File: src/rtl/store_buffer_pkg.sv
// Shared types and AXI constants for the store (SRAM -> DRAM) buffer.
package store_buffer_pkg;

  typedef enum logic [1:0] {
    ST_IDLE = 2'd0,
    ST_AW   = 2'd1,
    ST_DATA = 2'd2,
    ST_RESP = 2'd3
  } state_e;

  localparam logic [1:0] BURST_FIXED = 2'b00;
  localparam logic [1:0] BURST_INCR  = 2'b01;

  localparam logic [1:0] RESP_OKAY   = 2'b00;
  localparam logic [1:0] RESP_SLVERR = 2'b10;
  localparam logic [1:0] RESP_DECERR = 2'b11;

  // Largest legal AXI size for a 32-bit data path (4 bytes/beat).
  localparam logic [2:0] SIZE_MAX    = 3'd2;

endpackage

File: src/rtl/store_skid_fifo.sv
// Two-entry FIFO; entry 0 is always the head so the output is a plain register.
module store_skid_fifo #(
  parameter int unsigned DATA_W = 32
) (
  input  logic              clk_i,
  input  logic              rst_i,
  input  logic              push_i,
  input  logic [DATA_W-1:0] push_data_i,
  input  logic              pop_i,
  output logic [DATA_W-1:0] head_o,
  output logic              full_o,
  output logic              empty_o,
  output logic [1:0]        count_o
);

  logic [DATA_W-1:0] ent0_q;
  logic [DATA_W-1:0] ent1_q;
  logic [1:0]        count_q;
  logic              do_pop;
  logic              do_push;

  // Qualify requests: never pop when empty, never overwrite when full.
  always_comb begin
    do_pop  = pop_i && (count_q != 2'd0);
    do_push = push_i && ((count_q != 2'd2) || do_pop);
  end

  // Shift-register storage: pops move entry 1 down to the head.
  always_ff @(posedge clk_i) begin
    if (rst_i) begin
      ent0_q  <= '0;
      ent1_q  <= '0;
      count_q <= 2'd0;
    end else begin
      case ({do_push, do_pop})
        2'b10: begin
          if (count_q == 2'd0) ent0_q <= push_data_i;
          else                 ent1_q <= push_data_i;
          count_q <= count_q + 2'd1;
        end
        2'b01: begin
          ent0_q  <= ent1_q;
          count_q <= count_q - 2'd1;
        end
        2'b11: begin
          if (count_q == 2'd1) begin
            ent0_q <= push_data_i;
          end else begin
            ent0_q <= ent1_q;
            ent1_q <= push_data_i;
          end
        end
        default: ;
      endcase
    end
  end

  assign head_o  = ent0_q;
  assign full_o  = (count_q == 2'd2);
  assign empty_o = (count_q == 2'd0);
  assign count_o = count_q;

endmodule

File: src/rtl/store_buffer.sv
// Store buffer: streams a block of SRAM words to DRAM as one AXI INCR write
// burst, with a bounded whole-burst re-send on an error response.
module store_buffer
  import store_buffer_pkg::*;
#(
  parameter int unsigned DATA_W    = 32,
  parameter int unsigned DADDR_W   = 12,
  parameter int unsigned SADDR_W   = 8,
  parameter int unsigned ID_W      = 8,
  parameter int unsigned LEN_W     = 8,
  parameter int unsigned MAX_RETRY = 1
) (
  input  logic                clk,
  input  logic                rst_n,
  // controller command
  input  logic                ctrl_store_vld,
  output logic                ctrl_store_rdy,
  input  logic [ID_W-1:0]     ctrl_store_id,
  input  logic [DADDR_W-1:0]  ctrl_store_dram_addr,
  input  logic [LEN_W-1:0]    ctrl_store_len,
  input  logic [2:0]          ctrl_store_size,
  input  logic [SADDR_W-1:0]  ctrl_store_st_addr,
  input  logic [1:0]          ctrl_store_sram_type,
  output logic                store_done,
  output logic                store_err,
  // SRAM read port
  output logic                store_sram_vld,
  output logic [SADDR_W-1:0]  store_sram_addr,
  output logic [1:0]          store_sram_type,
  input  logic [DATA_W-1:0]   sram_store_dout,
  // AXI AW
  output logic [ID_W-1:0]     store_axi_awid,
  output logic [DADDR_W-1:0]  store_axi_awaddr,
  output logic [LEN_W-1:0]    store_axi_awlen,
  output logic [2:0]          store_axi_awsize,
  output logic [1:0]          store_axi_awburst,
  output logic                store_axi_awvld,
  input  logic                store_axi_awrdy,
  // AXI W
  output logic [DATA_W-1:0]   store_axi_wdata,
  output logic [DATA_W/8-1:0] store_axi_wstrb,
  output logic                store_axi_wlast,
  output logic                store_axi_wvld,
  input  logic                store_axi_wrdy,
  // AXI B
  input  logic [ID_W-1:0]     store_axi_bid,
  input  logic [1:0]          store_axi_bresp,
  input  logic                store_axi_bvld,
  output logic                store_axi_brdy
);

  localparam int unsigned CNT_W   = LEN_W + 1;
  localparam int unsigned RETRY_W = (MAX_RETRY < 1) ? 1 : $clog2(MAX_RETRY + 1);

  state_e               state_q;
  logic                 rdy_q;
  logic                 done_q;
  logic                 err_q;
  logic                 awvld_q;
  logic                 brdy_q;
  logic [ID_W-1:0]      awid_q;
  logic [DADDR_W-1:0]   awaddr_q;
  logic [LEN_W-1:0]     awlen_q;
  logic [2:0]           awsize_q;
  logic [1:0]           awburst_q;
  logic [SADDR_W-1:0]   st_addr_q;
  logic [1:0]           sram_type_q;
  logic                 sram_vld_q;
  logic [SADDR_W-1:0]   sram_addr_q;
  logic                 pend_q;
  logic [CNT_W-1:0]     rd_cnt_q;
  logic [CNT_W-1:0]     beat_cnt_q;
  logic [RETRY_W-1:0]   retry_cnt_q;

  logic                 aw_hs;
  logic                 w_hs;
  logic                 b_hs;
  logic                 wlast_c;
  logic                 rd_ok;
  logic                 occ_ok;
  logic                 rd_issue;
  logic [1:0]           count_d;
  logic [SADDR_W-1:0]   sram_addr_d;

  logic [DATA_W-1:0]    fifo_head;
  logic                 fifo_full;
  logic                 fifo_empty;
  logic [1:0]           fifo_count;

  store_skid_fifo #(
    .DATA_W (DATA_W)
  ) u_fifo (
    .clk_i       (clk),
    .rst_i       (rst_n),
    .push_i      (pend_q),
    .push_data_i (sram_store_dout),
    .pop_i       (w_hs),
    .head_o      (fifo_head),
    .full_o      (fifo_full),
    .empty_o     (fifo_empty),
    .count_o     (fifo_count)
  );

  // Handshakes and SRAM read pacing: a read is launched only if its data is
  // guaranteed a FIFO slot when it lands two cycles later.
  always_comb begin
    aw_hs       = awvld_q && store_axi_awrdy;
    w_hs        = !fifo_empty && store_axi_wrdy;
    b_hs        = brdy_q && store_axi_bvld;
    wlast_c     = (beat_cnt_q == CNT_W'(awlen_q));
    count_d     = fifo_count + 2'(pend_q) - 2'(w_hs);
    rd_ok       = (rd_cnt_q <= CNT_W'(awlen_q));
    occ_ok      = ((3'(count_d) + 3'(sram_vld_q)) < 3'd2) && !(fifo_full && !w_hs);
    rd_issue    = (((state_q == ST_AW) && aw_hs) || (state_q == ST_DATA)) && rd_ok && occ_ok;
    sram_addr_d = (rd_cnt_q == '0) ? st_addr_q : SADDR_W'(sram_addr_q + 1'b1);
  end

  // Control FSM with registered handshake/status outputs.
  always_ff @(posedge clk) begin
    if (rst_n) begin
      state_q     <= ST_IDLE;
      rdy_q       <= 1'b1;
      done_q      <= 1'b0;
      err_q       <= 1'b0;
      awvld_q     <= 1'b0;
      brdy_q      <= 1'b0;
      awid_q      <= '0;
      awaddr_q    <= '0;
      awlen_q     <= '0;
      awsize_q    <= '0;
      awburst_q   <= '0;
      st_addr_q   <= '0;
      sram_type_q <= '0;
      sram_vld_q  <= 1'b0;
      sram_addr_q <= '0;
      pend_q      <= 1'b0;
      rd_cnt_q    <= '0;
      beat_cnt_q  <= '0;
      retry_cnt_q <= '0;
    end else begin
      done_q     <= 1'b0;
      err_q      <= 1'b0;
      sram_vld_q <= rd_issue;
      pend_q     <= sram_vld_q;
      if (rd_issue) begin
        sram_addr_q <= sram_addr_d;
        rd_cnt_q    <= rd_cnt_q + CNT_W'(1);
      end

      case (state_q)
        ST_IDLE: begin
          if (ctrl_store_vld && rdy_q) begin
            awid_q      <= ctrl_store_id;
            awaddr_q    <= ctrl_store_dram_addr;
            awlen_q     <= ctrl_store_len;
            awsize_q    <= ctrl_store_size;
            awburst_q   <= BURST_INCR;
            st_addr_q   <= ctrl_store_st_addr;
            sram_type_q <= ctrl_store_sram_type;
            sram_addr_q <= ctrl_store_st_addr;
            retry_cnt_q <= '0;
            beat_cnt_q  <= '0;
            rd_cnt_q    <= '0;
            if (ctrl_store_size > SIZE_MAX) begin
              done_q <= 1'b1;
              err_q  <= 1'b1;
            end else begin
              rdy_q   <= 1'b0;
              awvld_q <= 1'b1;
              state_q <= ST_AW;
            end
          end
        end
        ST_AW: begin
          if (aw_hs) begin
            awvld_q <= 1'b0;
            state_q <= ST_DATA;
          end
        end
        ST_DATA: begin
          if (w_hs) begin
            beat_cnt_q <= beat_cnt_q + CNT_W'(1);
            if (wlast_c) begin
              brdy_q  <= 1'b1;
              state_q <= ST_RESP;
            end
          end
        end
        ST_RESP: begin
          // Responses tagged with a foreign ID are accepted and dropped.
          if (b_hs && (store_axi_bid == awid_q)) begin
            brdy_q <= 1'b0;
            if (store_axi_bresp == RESP_OKAY) begin
              done_q  <= 1'b1;
              rdy_q   <= 1'b1;
              state_q <= ST_IDLE;
            end else if (retry_cnt_q < RETRY_W'(MAX_RETRY)) begin
              retry_cnt_q <= retry_cnt_q + RETRY_W'(1);
              beat_cnt_q  <= '0;
              rd_cnt_q    <= '0;
              sram_addr_q <= st_addr_q;
              awvld_q     <= 1'b1;
              state_q     <= ST_AW;
            end else begin
              done_q  <= 1'b1;
              err_q   <= 1'b1;
              rdy_q   <= 1'b1;
              state_q <= ST_IDLE;
            end
          end
        end
        default: state_q <= ST_IDLE;
      endcase
    end
  end

  assign ctrl_store_rdy    = rdy_q;
  assign store_done        = done_q;
  assign store_err         = err_q;
  assign store_sram_vld    = sram_vld_q;
  assign store_sram_addr   = sram_addr_q;
  assign store_sram_type   = sram_type_q;
  assign store_axi_awid    = awid_q;
  assign store_axi_awaddr  = awaddr_q;
  assign store_axi_awlen   = awlen_q;
  assign store_axi_awsize  = awsize_q;
  assign store_axi_awburst = awburst_q;
  assign store_axi_awvld   = awvld_q;
  assign store_axi_wdata   = fifo_head;
  assign store_axi_wstrb   = '1;
  assign store_axi_wlast   = !fifo_empty && wlast_c;
  assign store_axi_wvld    = !fifo_empty;
  assign store_axi_brdy    = brdy_q;

endmodule

File: config.mk
export PLATFORM = sky130hd
export DESIGN_NAME = store_buffer
export DESIGN_NICKNAME = d
export VERILOG_FILES = /design/src/rtl/store_buffer_pkg.sv /design/src/rtl/store_skid_fifo.sv /design/src/rtl/store_buffer.sv
export SDC_FILE = /design/constraint.sdc
export NUM_CORES = 1
export LEC_CHECK = 0
export ABC_AREA = 1
export CAP_MARGIN = 20
export CORE_MARGIN = 8
export CORE_UTILIZATION = 51
export CTS_CLUSTER_DIAMETER = 50
export DETAILED_ROUTE_END_ITERATION = 8
export PLACE_DENSITY = 0.82
export SYNTH_ARGS = -nofsm -noshare
export SYNTH_HDL_FRONTEND = slang
export SYNTH_SLANG_ARGS = --single-unit
File: constraint.sdc
create_clock -name clk -period 4.5 [get_ports clk]
set_input_delay 1.125 -clock clk [delete_from_list [all_inputs] [get_ports clk]]
set_output_delay 1.125 -clock clk [all_outputs]
set_load 0.05 [all_outputs]
Yosys cells after proc, flatten, opt, wreduce, memory -nomap -nowiden
Cells that the tools add are included.

cells by class
  divide/modulo/power cells = 0
  add/sub/neg operators = 9
  shift-type cells = 0
  equal/unequal tests = 23
  magnitude comparators = 4
  multiply operators = 0
  multiplexer cells = 66
  reduce and logical (&&, ||, !) cells = 39
  bitwise logic cells = 0

operator list
  cell                   count
  $mux W32               4
  $pmux W32 S3           1
  $mux W9                10
  $pmux W32 S2           1
  $mux W8                6
  $mux W1                27
  $pmux W9 S3            1
  $ne A2 B2 Y1 const B   11
  $add A9 B1 Y9 const B  2
  $pmux W9 S2            1
  $pmux W8 S2            1
  $logic_and A1 B1 Y1    13
  $mux W2                6
  $reduce_and A6 Y1      2
  $eq A2 B2 Y1 const B   5
  $pmux W1 S2            5
  $reduce_and A5 Y1      2
  $reduce_bool A2 Y1     5
  $eq A9 B8 Y1           1
  $le A9 B8 Y1           1
  $logic_not A9 Y1       1
  $reduce_bool A3 Y1     3
  $add A8 B1 Y8 const B  1
  $eq A8 B8 Y1           1
  other kinds (22)       30

storage, ports and cells
  register bits after elaboration = 144
  logic and storage cells = 163
  bits in read-only memories = 0
  latch bits = 0
  output and inout port bits = 87
  bits in writable memories = 0
  memories = 0
  input port bits = 89

Logic depth before layout (Yosys ltp)
Gate-level depths: netlist of run 1.

  depth after elaboration = 13
  depth in mapped cells = 17
  gate-level depth less buffers = 17

By module
Synthesis of run 1 repeated with hierarchy kept, for this count alone.

second synthesis, totals
  cell total of the unflattened synthesis = 1179
  area total of the unflattened synthesis = 7587.3 um^2

by module, submodules not included
  module           area each (um^2)  cells an instance  seq. area each (um^2)  times used
  store_buffer     4347.9            658                1561.5                 1
  store_skid_fifo  3239.4            521                1321.3                 1

Least setup slack after synthesis of run 1
No wires, ideal clock.

  path type = register -> output
  start point = register awlen_q[7], in the netlist store_axi_awlen[7]
  end point = output store_axi_wlast
  setup slack = 1528 ps
  arrival = 1847 ps
  stages on the path, launching flop included = 7
  buffers on the path = 0
  required time = 3375 ps
  path through = dfxtp_1 > inv_1 > a21oi_1 > nand2_1 > nor2_1 > nand3_1 > nor2_1

on the way
  cells in the longest elaborated chain, start to end = 2

RTL lines
  what                    RTL line             RTL
  start, declared         store_buffer.sv:63   logic [LEN_W-1:0] awlen_q;
  start signal, assigned  store_buffer.sv:155  awlen_q <= ctrl_store_len;
  $eq A9 B8 Y1            store_buffer.sv:110  wlast_c = (beat_cnt_q == CNT_W'(awlen_q));
  $logic_and A1 B1 Y1     store_buffer.sv:231  assign store_axi_wlast = !fifo_empty && wlast_c;
  end, declared           store_buffer.sv:42   output logic store_axi_wlast,

No other way between the ends.

Final worst setup path of run 1
  start point = register beat_cnt_q[3]
  end point = output store_axi_wlast

on the way
  cells in the longest elaborated chain, start to end = 2

RTL lines
  what                    RTL line             RTL
  start, declared         store_buffer.sv:72   logic [CNT_W-1:0] beat_cnt_q;
  start signal, assigned  store_buffer.sv:182  beat_cnt_q <= beat_cnt_q + CNT_W'(1);
  $eq A9 B8 Y1            store_buffer.sv:110
  $logic_and A1 B1 Y1     store_buffer.sv:231

No other way between the ends.

==> results.sh, run 1 <==
export IMPL_status="complete, no violations"
export IMPL_drive_above_1_share_pct=6.643
export IMPL_via_per_inst=5.164
export IMPL_syn_area_sq_um=7038
export IMPL_async_reset_ff_share_pct=0
export IMPL_hold_viol=0
export IMPL_area_delta_synth_final_pct=33.33
export IMPL_nNetsFinal=1241
export IMPL_ys_warn_count=0
export IMPL_hold_start="u_fifo.ent1_q[8]"
export IMPL_cts_resized=0
export IMPL_post_route_min_period_ps=3560
export IMPL_wl_per_cell_um=14.48
export IMPL_antenna_left=0
export IMPL_die_height_um=133.5
export IMPL_place_port_buffers=170
export IMPL_clockRootBuffer="clkbuf_16"
export IMPL_clk_latency_ps=420
export IMPL_routed_via_count=6837
export IMPL_required_ps=3380
export IMPL_fillCellCount=1142
export IMPL_rsz0062_at_grt="no"
export IMPL_instances_no_fill=1324
export IMPL_drt_total_wl_mm=19.17
export IMPL_crit_fanout=7
export IMPL_cts_tree="built"
export IMPL_ys_top_cells_by_count="nand2_1 (206), dfxtp_1 (144), inv_1 (128)"
export IMPL_gr_total_overflow=0
export IMPL_crit_type="flip-flop to primary output"
export IMPL_reg2reg_from="u_fifo.count_o[0]"
export IMPL_vdd_ir_drop_max_mv=0.3808
export IMPL_yosys_register_bits=144
export IMPL_yosys_cell_count_top_type="nand2_1"
export IMPL_first_pass_iters=5
export IMPL_grt_pass1_wl_mm=31.57
export IMPL_cp_startpoint="beat_cnt_q[3]"
export IMPL_place_inst=1291
export IMPL_final_area_sq_um=9384
export IMPL_slew_headroom_pct=37.34
export IMPL_core_area_sq_um=13670
export IMPL_cts_hold_buf=0
export IMPL_switching_share_pct=45.88
export IMPL_combPwrFrac_pct=48.3
export IMPL_cp_arrival_ps=2440
export IMPL_synthCells=986
export IMPL_grt_use_total_pct=21.41
export IMPL_period_share_pct=79.11
export IMPL_grt_max_degree=68
export IMPL_netlist_area_leader_share_pct=40.96
export IMPL_cts_clk_slew_worst_paths_ps=60
export IMPL_synth_edf_count=0
export IMPL_internal_power_mw=3.316
export IMPL_grtUsageMet2_pct=35.05
export IMPL_syn_avg_cell_area_sq_um=7.138
export IMPL_clk_path_buf_depth=2
export IMPL_grt_pass1_vias=6555
export IMPL_synth_ff_type="dfxtp_1"
export IMPL_finalMaxSlewViolations=0
export IMPL_busiest_layer="met2"
export IMPL_placed_area_sq_um=8786
export IMPL_setup_viol=0
export IMPL_dieArea_sq_um=17820
export IMPL_fmax_mhz=280.9
export IMPL_ys_seq_area_share_pct=40.96
export IMPL_clock_skew_ps=7.410
export IMPL_synth_area_top_cells="dfxtp_1 (41%), nand2_1 (11%), o211ai_1 (7.0%)"
export IMPL_initial_core_util_pct=51.50
export IMPL_synth_top_cell_by_area="dfxtp_1"
export IMPL_drtIter0Drc=505
export IMPL_hp_class="flip-flop to flip-flop"
export IMPL_diodes=0
export IMPL_worst_pin_slew_ps=938.5
export IMPL_antenna_found_initial=0
export IMPL_whs_ps=450.3
export IMPL_pwr_share_seq_pct=29.3
export IMPL_die_w_um=133.5
export IMPL_cts_buffers=17
export IMPL_fp_row_count=43
export IMPL_power_leakage_nw=4.001
export IMPL_clkSinkCount=144
export IMPL_ctsHtreeMaxLevel=4
export IMPL_clkPwrFrac_pct=22.4
export IMPL_cts_setup_buffers=0
export IMPL_p_switching_mw=2.811
export IMPL_grt_util_met3_pct=8.396
export IMPL_cap_violations=0
export IMPL_cp_start_kind="flip-flop"
export IMPL_place_congestion=0.8373
export IMPL_fin_ws_ps=939.8
export IMPL_post_route_drc_count=0
export IMPL_io_pins=176
export IMPL_power_density_nw_per_um2=652.9
export IMPL_place_ws_ps=937.5
export IMPL_critPathCaptureType="primary output"
export IMPL_dp_hpwl_mm=13.42
export IMPL_synth_cell_type_count=37
export IMPL_grtUsageMet1_pct=24.88
export IMPL_fin_setup_tns_ps=0
sequential cells by signal, indices dropped and copies added (netlist names), 2 cells and up:
name,cells
u_fifo.count_o,2
store_sram_addr,8
store_axi_awsize,3
u_fifo.ent1_q,32
store_axi_awlen,8
u_fifo.head_o,32
store_sram_type,2
store_axi_awaddr,12
beat_cnt_q,9
state_q,2
st_addr_q,8
store_axi_awid,8
rd_cnt_q,9
layout by cell type (no fill, tap or decap), types with 4 or more instances in the layout:
cell type / count
nor2_2: 4
clkdlybuf4s50_1: 170
a21oi_1: 78
nor3_1: 8
nand2_1: 205
o211ai_1: 66
nand3_1: 37
inv_6: 5
inv_2: 10
ha_1: 21
nor2_1: 86
inv_1: 128
o21ai_0: 81
nand3_2: 4
buf_4: 4
or2_2: 4
conb_1: 5
dfxtp_1: 144
xor2_1: 10
o21ai_1: 7
nand4_1: 13
xnor2_1: 4
clkbuf_16: 17
worst max-delay path, stage by stage (launching register included):
cell             delay [ps]
dfxtp_1                 460
inv_1                    70
nand2_1                  60
nand2_1                  50
inv_1                    40
nand2_1                  40
nor2_1                  110
nand3_1                 180
nor2_1                  170
clkdlybuf4s50_1         830
power groups by stage:
stage	combinational [mW]	clock (mW)	sequential, mW
floorplan	1.24	0	2.61
CTS	2.96	1.40	1.79
global placement	2.91	0	1.80
global route	3.21	1.45	1.83
detailed placement	2.94	0	1.81
finish	2.96	1.37	1.79
layer usage:
metal  share of wire, %  routed length [um]
met1                 42                8122
met2                 48                9209
met3                7.4                1424
met4                2.2                 418
met5                  0                   0
final timing paths:
kind | endpoint | slack [ps] | depth (start not counted)
max | store_axi_wlast | 940 | 9
min | u_fifo.ent1_q[8] | 450 | 2
max reg2reg | rd_cnt_q[4] | 1760 | 17
min reg2reg | u_fifo.ent1_q[8] | 450 | 2
through the flow:
stage                     util (%)  power (mW)
after floorplan                  -       3.857
final                        68.67       6.127
after global routing         68.67       6.490
after global placement       64.29       4.708
after detailed placement     64.29       4.753
after CTS                    68.52       6.150
cell type report:
type	count	area (sq um)	area share, %
multi-input cells	653	3402	36.25
repair buffers	176	1772	18.88
inverters	139	524.3	5.587
flip-flops and latches	144	2883	30.72
clock buffers	19	452.9	4.827
clock inverters	13	125.1	1.333
well taps	180	225.2	2.400
kinds of logic (layout without fill, tap and decap cells):
logic type,Yosys count,count (layout),synth area share (%)
adder cells (fa/ha/maj),21,21,3.733
AND/OR/NAND/NOR,374,374,22.65
flip-flops,144,144,40.96
other,2,5,0.1067
AO/OA/AOI/OAI,239,239,19.70
XOR/XNOR,14,14,1.742
buffers and inverters,192,347,11.11
No activity file was read; power rests on OpenSTA's default activity.
==> inputs of run 2 (changes only) <==
- CORE_UTILIZATION: 51 -> 45
- PLACE_DENSITY: 0.82 -> 0.77
- clock period: 4.5 -> 3 ns (I/O delays scaled with it)
==> run 2 against run 1 <==
  * Worst setup slack lost 790 ps
  * Critical path depth shrank 5
  * First-iteration DRC count shrank 42%
  * Hold slack gained 0.63 ps
  * Sequential share of layout area shrank 0.40 points
  * Critical endpoint is now store_axi_wvld
  * Largest power group unchanged
==> results.sh, run 2 (synthesized netlist as in run 1, its figures left out) <==
export IMPL_core_area_sq_um=15260
export IMPL_routed_via_count=6774
export IMPL_place_port_buffers=170
export IMPL_post_route_drc_count=0
export IMPL_p_switching_mw=4.178
export IMPL_fp_row_count=45
export IMPL_cts_buffers=17
export IMPL_drive_above_1_share_pct=7.372
export IMPL_r2r_worst_path_cells=17
export IMPL_grt_use_total_pct=19.27
export IMPL_hold_start="u_fifo.ent1_q[11]"
export IMPL_switching_share_pct=45.32
export IMPL_rsz0062_at_grt="no"
export IMPL_cts_resized=0
export IMPL_worstHoldPathCells=2
export IMPL_layout_commonest_cell="nand2_1"
export IMPL_area_delta_synth_final_pct=35.11
export IMPL_reg2reg_slack_ps=500
export IMPL_clockRootBuffer="clkbuf_16"
export IMPL_place_ws_ps=77.13
export IMPL_mostFrequentLayoutCells="nand2_1 (205), clkdlybuf4s50_1 (169), dfxtp_1 (144)"
export IMPL_grt_pass1_vias=6466
export IMPL_clk_latency_ps=430
export IMPL_reg2reg_from="u_fifo.count_o[0]"
export IMPL_crit_type="flip-flop to primary output"
export IMPL_io_pins=176
export IMPL_cts_tree="built"
export IMPL_die_height_um=141.1
export IMPL_slowest_stage="clkdlybuf4s50_1"
export IMPL_antenna_left=0
export IMPL_cp_arrival_ps=2100
export IMPL_power_density_nw_per_um2=969.5
export IMPL_cts_clk_slew_worst_paths_ps=60
export IMPL_max_stage_delay_ps=820
export IMPL_ctsHtreeMaxLevel=4
export IMPL_first_pass_iters=5
export IMPL_cts_hold_buf=0
export IMPL_diodes=0
export IMPL_place_inst=1333
export IMPL_fin_setup_tns_ps=0
export IMPL_status="complete, no violations"
export IMPL_vdd_ir_drop_max_mv=0.6327
export IMPL_initial_core_util_pct=46.13
export IMPL_antenna_found_initial=0
export IMPL_post_route_min_period_ps=2851
export IMPL_fin_ws_ps=148.7
export IMPL_clkSinkCount=144
export IMPL_wl_per_cell_um=13.98
export IMPL_required_ps=2250
export IMPL_finalMaxSlewViolations=0
export IMPL_critPathCaptureType="primary output"
export IMPL_cts_setup_buffers=0
export IMPL_whs_ps=450.9
export IMPL_cp_start_kind="flip-flop"
export IMPL_grt_max_degree=83
export IMPL_combPwrFrac_pct=49.0
export IMPL_dp_hpwl_mm=13.81
export IMPL_drt_total_wl_mm=19.07
export IMPL_placed_area_sq_um=8942
export IMPL_clk_path_buf_depth=2
export IMPL_dieArea_sq_um=19900
export IMPL_reg2reg_to="store_sram_addr[1]"
export IMPL_period_share_pct=95.04
export IMPL_crit_path_cell_trace="inv_1 > ha_1 > inv_2 > clkdlybuf4s50_1"
export IMPL_worst_pin_slew_ps=561.2
export IMPL_clock_skew_ps=7.911
export IMPL_drtIter0Drc=295
export IMPL_final_area_sq_um=9509
export IMPL_hold_end="u_fifo.ent1_q[11]"
export IMPL_pwr_share_seq_pct=29.1
export IMPL_gr_total_overflow=0
export IMPL_crit_fanout=4
export IMPL_die_w_um=141.1
export IMPL_instances_no_fill=1364
export IMPL_hold_viol=0
export IMPL_internal_power_mw=5.041
export IMPL_via_per_inst=4.966
export IMPL_setup_viol=0
export IMPL_nNetsFinal=1251
export IMPL_slew_headroom_pct=62.47
export IMPL_fmax_mhz=350.7
export IMPL_place_congestion=0.8201
export IMPL_clkPwrFrac_pct=21.9
export IMPL_hp_class="flip-flop to flip-flop"
export IMPL_cap_violations=0
export IMPL_power_leakage_nw=4.046
export IMPL_grt_pass1_wl_mm=31.44
[run 2: area by class of cell]
type / instances / area, sq um
well taps: 211 / 264.0
clock inverters: 11 / 110.1
repair buffers: 186 / 1869
multi-input cells: 653 / 3402
inverters: 139 / 524.3
flip-flops and latches: 144 / 2883
clock buffers: 20 / 456.7
fillers: 1372 / 5749
[run 2: worst max path at each step]
stage / from / endpoint
2_1_floorplan: store_axi_awlen[7] / store_axi_wlast
3_3_place_gp: store_axi_wrdy / store_sram_addr[2]
3_5_place_dp: store_axi_wrdy / store_sram_addr[1]
4_1_cts: u_fifo.count_o[0] / store_axi_wvld
5_1_grt: u_fifo.count_o[0] / store_axi_wvld
6_report: u_fifo.count_o[0] / store_axi_wvld
[run 2: routing by layer]
metal	GRT usage [%]	vias to the layer above	share of wire, %
met5	0	-	0
met4	5.713	0	0.95
met3	6.887	16	6.8
met2	32.71	154	48
met1	22.35	3085	44
li1	-	3519	-
[run 2: critical path: cells and delay by family, from the launching register on]
family | cells | cell delay [ps]
fa+ha+maj | 1 | 240
flops | 1 | 370
buf+inv | 3 | 1060
[run 2: power groups by stage]
stage               sequential (mW)  clock, mW  combinational (mW)
finish                         2.69       2.02                4.52
global placement               2.71          0                4.48
global route                   2.75       2.14                4.88
floorplan                      3.92          0                1.86
CTS                            2.68       2.07                4.55
detailed placement             2.72          0                4.53
[run 2: metrics by stage]
| stage | power, mW | util [%] |
|---|---|---|
| after floorplan | 5.786 | - |
| after global placement | 7.188 | 58.61 |
| after detailed placement | 7.241 | 58.61 |
| after CTS | 9.297 | 62.32 |
| after global routing | 9.778 | 62.32 |
| final | 9.219 | 62.32 |
==> inputs of run 3 (changes only) <==
- ABC_AREA: 1 -> not set
- CORE_MARGIN: 8 -> 1.5
- CORE_UTILIZATION: 45 -> 51
- PLACE_DENSITY: 0.77 -> 0.84
- clock period: 3 -> 3.59 ns (I/O delays scaled with it)
==> run 3 against run 2 <==
  * Die area shrank 32%
  * Sequential power shrank 20%
  * Non-clock buffer count is the same
==> results.sh, run 3 <==
export IMPL_synth_ff_type="dfxtp_1"
export IMPL_period_share_pct=94.98
export IMPL_ys_warn_count=0
export IMPL_syn_avg_cell_area_sq_um=8.167
export IMPL_antenna_found_initial=0
export IMPL_core_area_sq_um=12570
export IMPL_cts_resized=0
export IMPL_cts_clk_slew_worst_paths_ps=60
export IMPL_synth_cell_type_count=47
export IMPL_cp_start_kind="flip-flop"
export IMPL_r2r_worst_path_cells=13
export IMPL_netlist_area_leader_share_pct=43.90
export IMPL_slew_headroom_pct=51.56
export IMPL_hp_class="flip-flop to flip-flop"
export IMPL_setup_viol=0
export IMPL_crit_fanout=4
export IMPL_grt_pass1_wl_mm=26.91
export IMPL_post_route_drc_count=0
export IMPL_required_ps=2690
export IMPL_dieArea_sq_um=13570
export IMPL_synth_adder_area_share_pct=4.002
export IMPL_synth_top_family_by_area="simple AND/OR/NAND/NOR gates"
export IMPL_cts_setup_buffers=0
export IMPL_post_route_min_period_ps=3410
export IMPL_via_per_inst=5.331
export IMPL_antenna_left=0
export IMPL_crit_type="flip-flop to primary output"
export IMPL_cts_hold_buf=0
export IMPL_synth_edf_count=0
export IMPL_fmax_mhz=293.3
export IMPL_synth_xor_area_share_pct=3.468
export IMPL_routed_via_count=6104
export IMPL_finalMaxSlewViolations=0
export IMPL_synth_compound_area_share_pct=18.60
export IMPL_power_density_nw_per_um2=795.9
export IMPL_worst_pin_slew_ps=726.6
export IMPL_synthMuxAreaShare_pct=5.812
export IMPL_fin_setup_tns_ps=0
export IMPL_yosys_cell_count_top_type="nand2_1"
export IMPL_nNetsFinal=1070
export IMPL_drive_above_1_share_pct=6.064
export IMPL_yosys_register_bits=144
export IMPL_cts_buffers=17
export IMPL_clockRootBuffer="clkbuf_16"
export IMPL_ys_top_cells_by_count="nand2_1 (178), dfxtp_1 (144), a21oi_1 (99)"
export IMPL_whs_ps=450.8
export IMPL_initial_core_util_pct=52.24
export IMPL_place_port_buffers=170
export IMPL_cap_violations=0
export IMPL_grt_max_degree=71
export IMPL_die_height_um=116.5
export IMPL_gr_total_overflow=0
export IMPL_clock_skew_ps=9.181
export IMPL_diodes=0
export IMPL_clk_path_buf_depth=2
export IMPL_area_delta_synth_final_pct=37.79
export IMPL_grt_use_total_pct=25.28
export IMPL_place_congestion=0.8550
export IMPL_critPathCaptureType="primary output"
export IMPL_drtIter0Drc=572
export IMPL_clkSinkCount=144
export IMPL_hold_viol=0
export IMPL_io_pins=176
export IMPL_rsz0062_at_grt="no"
export IMPL_clk_latency_ps=420
export IMPL_first_pass_iters=7
export IMPL_ys_seq_area_share_pct=43.90
export IMPL_die_w_um=116.5
export IMPL_mostFrequentLayoutCells="nand2_1 (176), clkdlybuf4s50_1 (169), dfxtp_1 (144)"
export IMPL_synth_area_top_cells="dfxtp_1 (44%), nand2_1 (10%), a21oi_1 (7.5%)"
export IMPL_synth_top_cell_by_area="dfxtp_1"
export IMPL_ctsHtreeMaxLevel=4
export IMPL_cp_arrival_ps=2510
export IMPL_synth_simple_area_share_pct=19.44
export IMPL_drt_total_wl_mm=16.89
export IMPL_fp_row_count=41
export IMPL_cts_tree="built"
export IMPL_grt_pass1_vias=5710
export IMPL_power_leakage_nw=3.511
export IMPL_worstHoldPathCells=2
export IMPL_wl_per_cell_um=14.75
export IMPL_synthCells=804
export IMPL_syn_area_sq_um=6566
export IMPL_async_reset_ff_share_pct=0
export IMPL_vdd_ir_drop_max_mv=0.4756
export IMPL_dp_hpwl_mm=11.50
export IMPL_status="complete, no violations"
export IMPL_layout_commonest_cell="nand2_1"
==> run 3: cell types whose count changed after synthesis, sizes merged, moves of 31 or more <==
cell    previous run  this run
a211oi             0        38
o21ai             92        19
nor2              92        61
nand2            210       178
mux2i              0        37
inv              138        23
o211ai            66         1
==> run 3: per-layer routing <==
metal  global-route usage, %  wire [um]  vias to the layer above  share of wire (%)
li1                        -          -                     3081                  -
met4                   9.431        231                        0                1.4
met2                   43.49       8324                      171                 49
met1                   31.22       7503                     2833                 44
met5                       0          0                        -                  0
met3                   5.345        831                       19                4.9
==> run 3: worst max-delay path, stage by stage (launching register included) <==
cell and delay (ps):
dfxtp_1 430, xor2_1 100, nor4_1 380, nand3_1 190
nor2_1 140, clkdlybuf4s50_1 860
==> run 3: cell type report <==
class | instances | area (sq um)
inverters | 23 | 86.33
flip-flops and latches | 144 | 2883
fillers | 962 | 3521
clock inverters | 13 | 186.4
multi-input cells | 588 | 3400
well taps | 172 | 215.2
clock buffers | 19 | 432.9
repair buffers | 186 | 1844
==> run 3: cells by family after synthesis <==
group | count (synthesis)
other | 2
DFF | 144
AOI/OAI and AO/OA | 196
xor gates and xnor gates | 26
and+or+nand+nor | 302
muxes | 38
buffers and inverters | 75
adders and majority gates | 21
==> run 3: power breakdown <==
part | switching, mW | internal (mW) | leakage (nW)
Sequential | 0.242 | 1.92 | 1.17
Clock | 0.685 | 1.16 | 0.290
Combinational | 2.06 | 1.13 | 2.05
==> run 3: per-stage QoR <==
| step | std cells | total power, mW | setup WS, ps | area (sq um) | utilization [%] |
|---|---|---|---|---|---|
| finish | 1145 | 7.200 | 180.4 | 9047 | 71.99 |
| global route | 1145 | 7.581 | 65.00 | 9047 | 71.99 |
| CTS | 1145 | 7.227 | 159.8 | 9047 | 71.99 |
| detailed placement | 1113 | 5.374 | 1.731 | 8428 | 67.06 |
| global placement | 1113 | 5.317 | 132.1 | 8428 | 67.06 |
| floorplan | 807 | 4.344 | 356.2 | 6578 | - |
==> run 3: worst paths after layout <==
path | from | end | slack, ps
min | store_axi_awaddr[1] | store_axi_awaddr[1] | 450
max | store_axi_awlen[7] | store_axi_wlast | 180
min reg2reg | store_axi_awaddr[1] | store_axi_awaddr[1] | 450
max reg2reg | u_fifo.count_o[1] | store_sram_addr[0] | 520
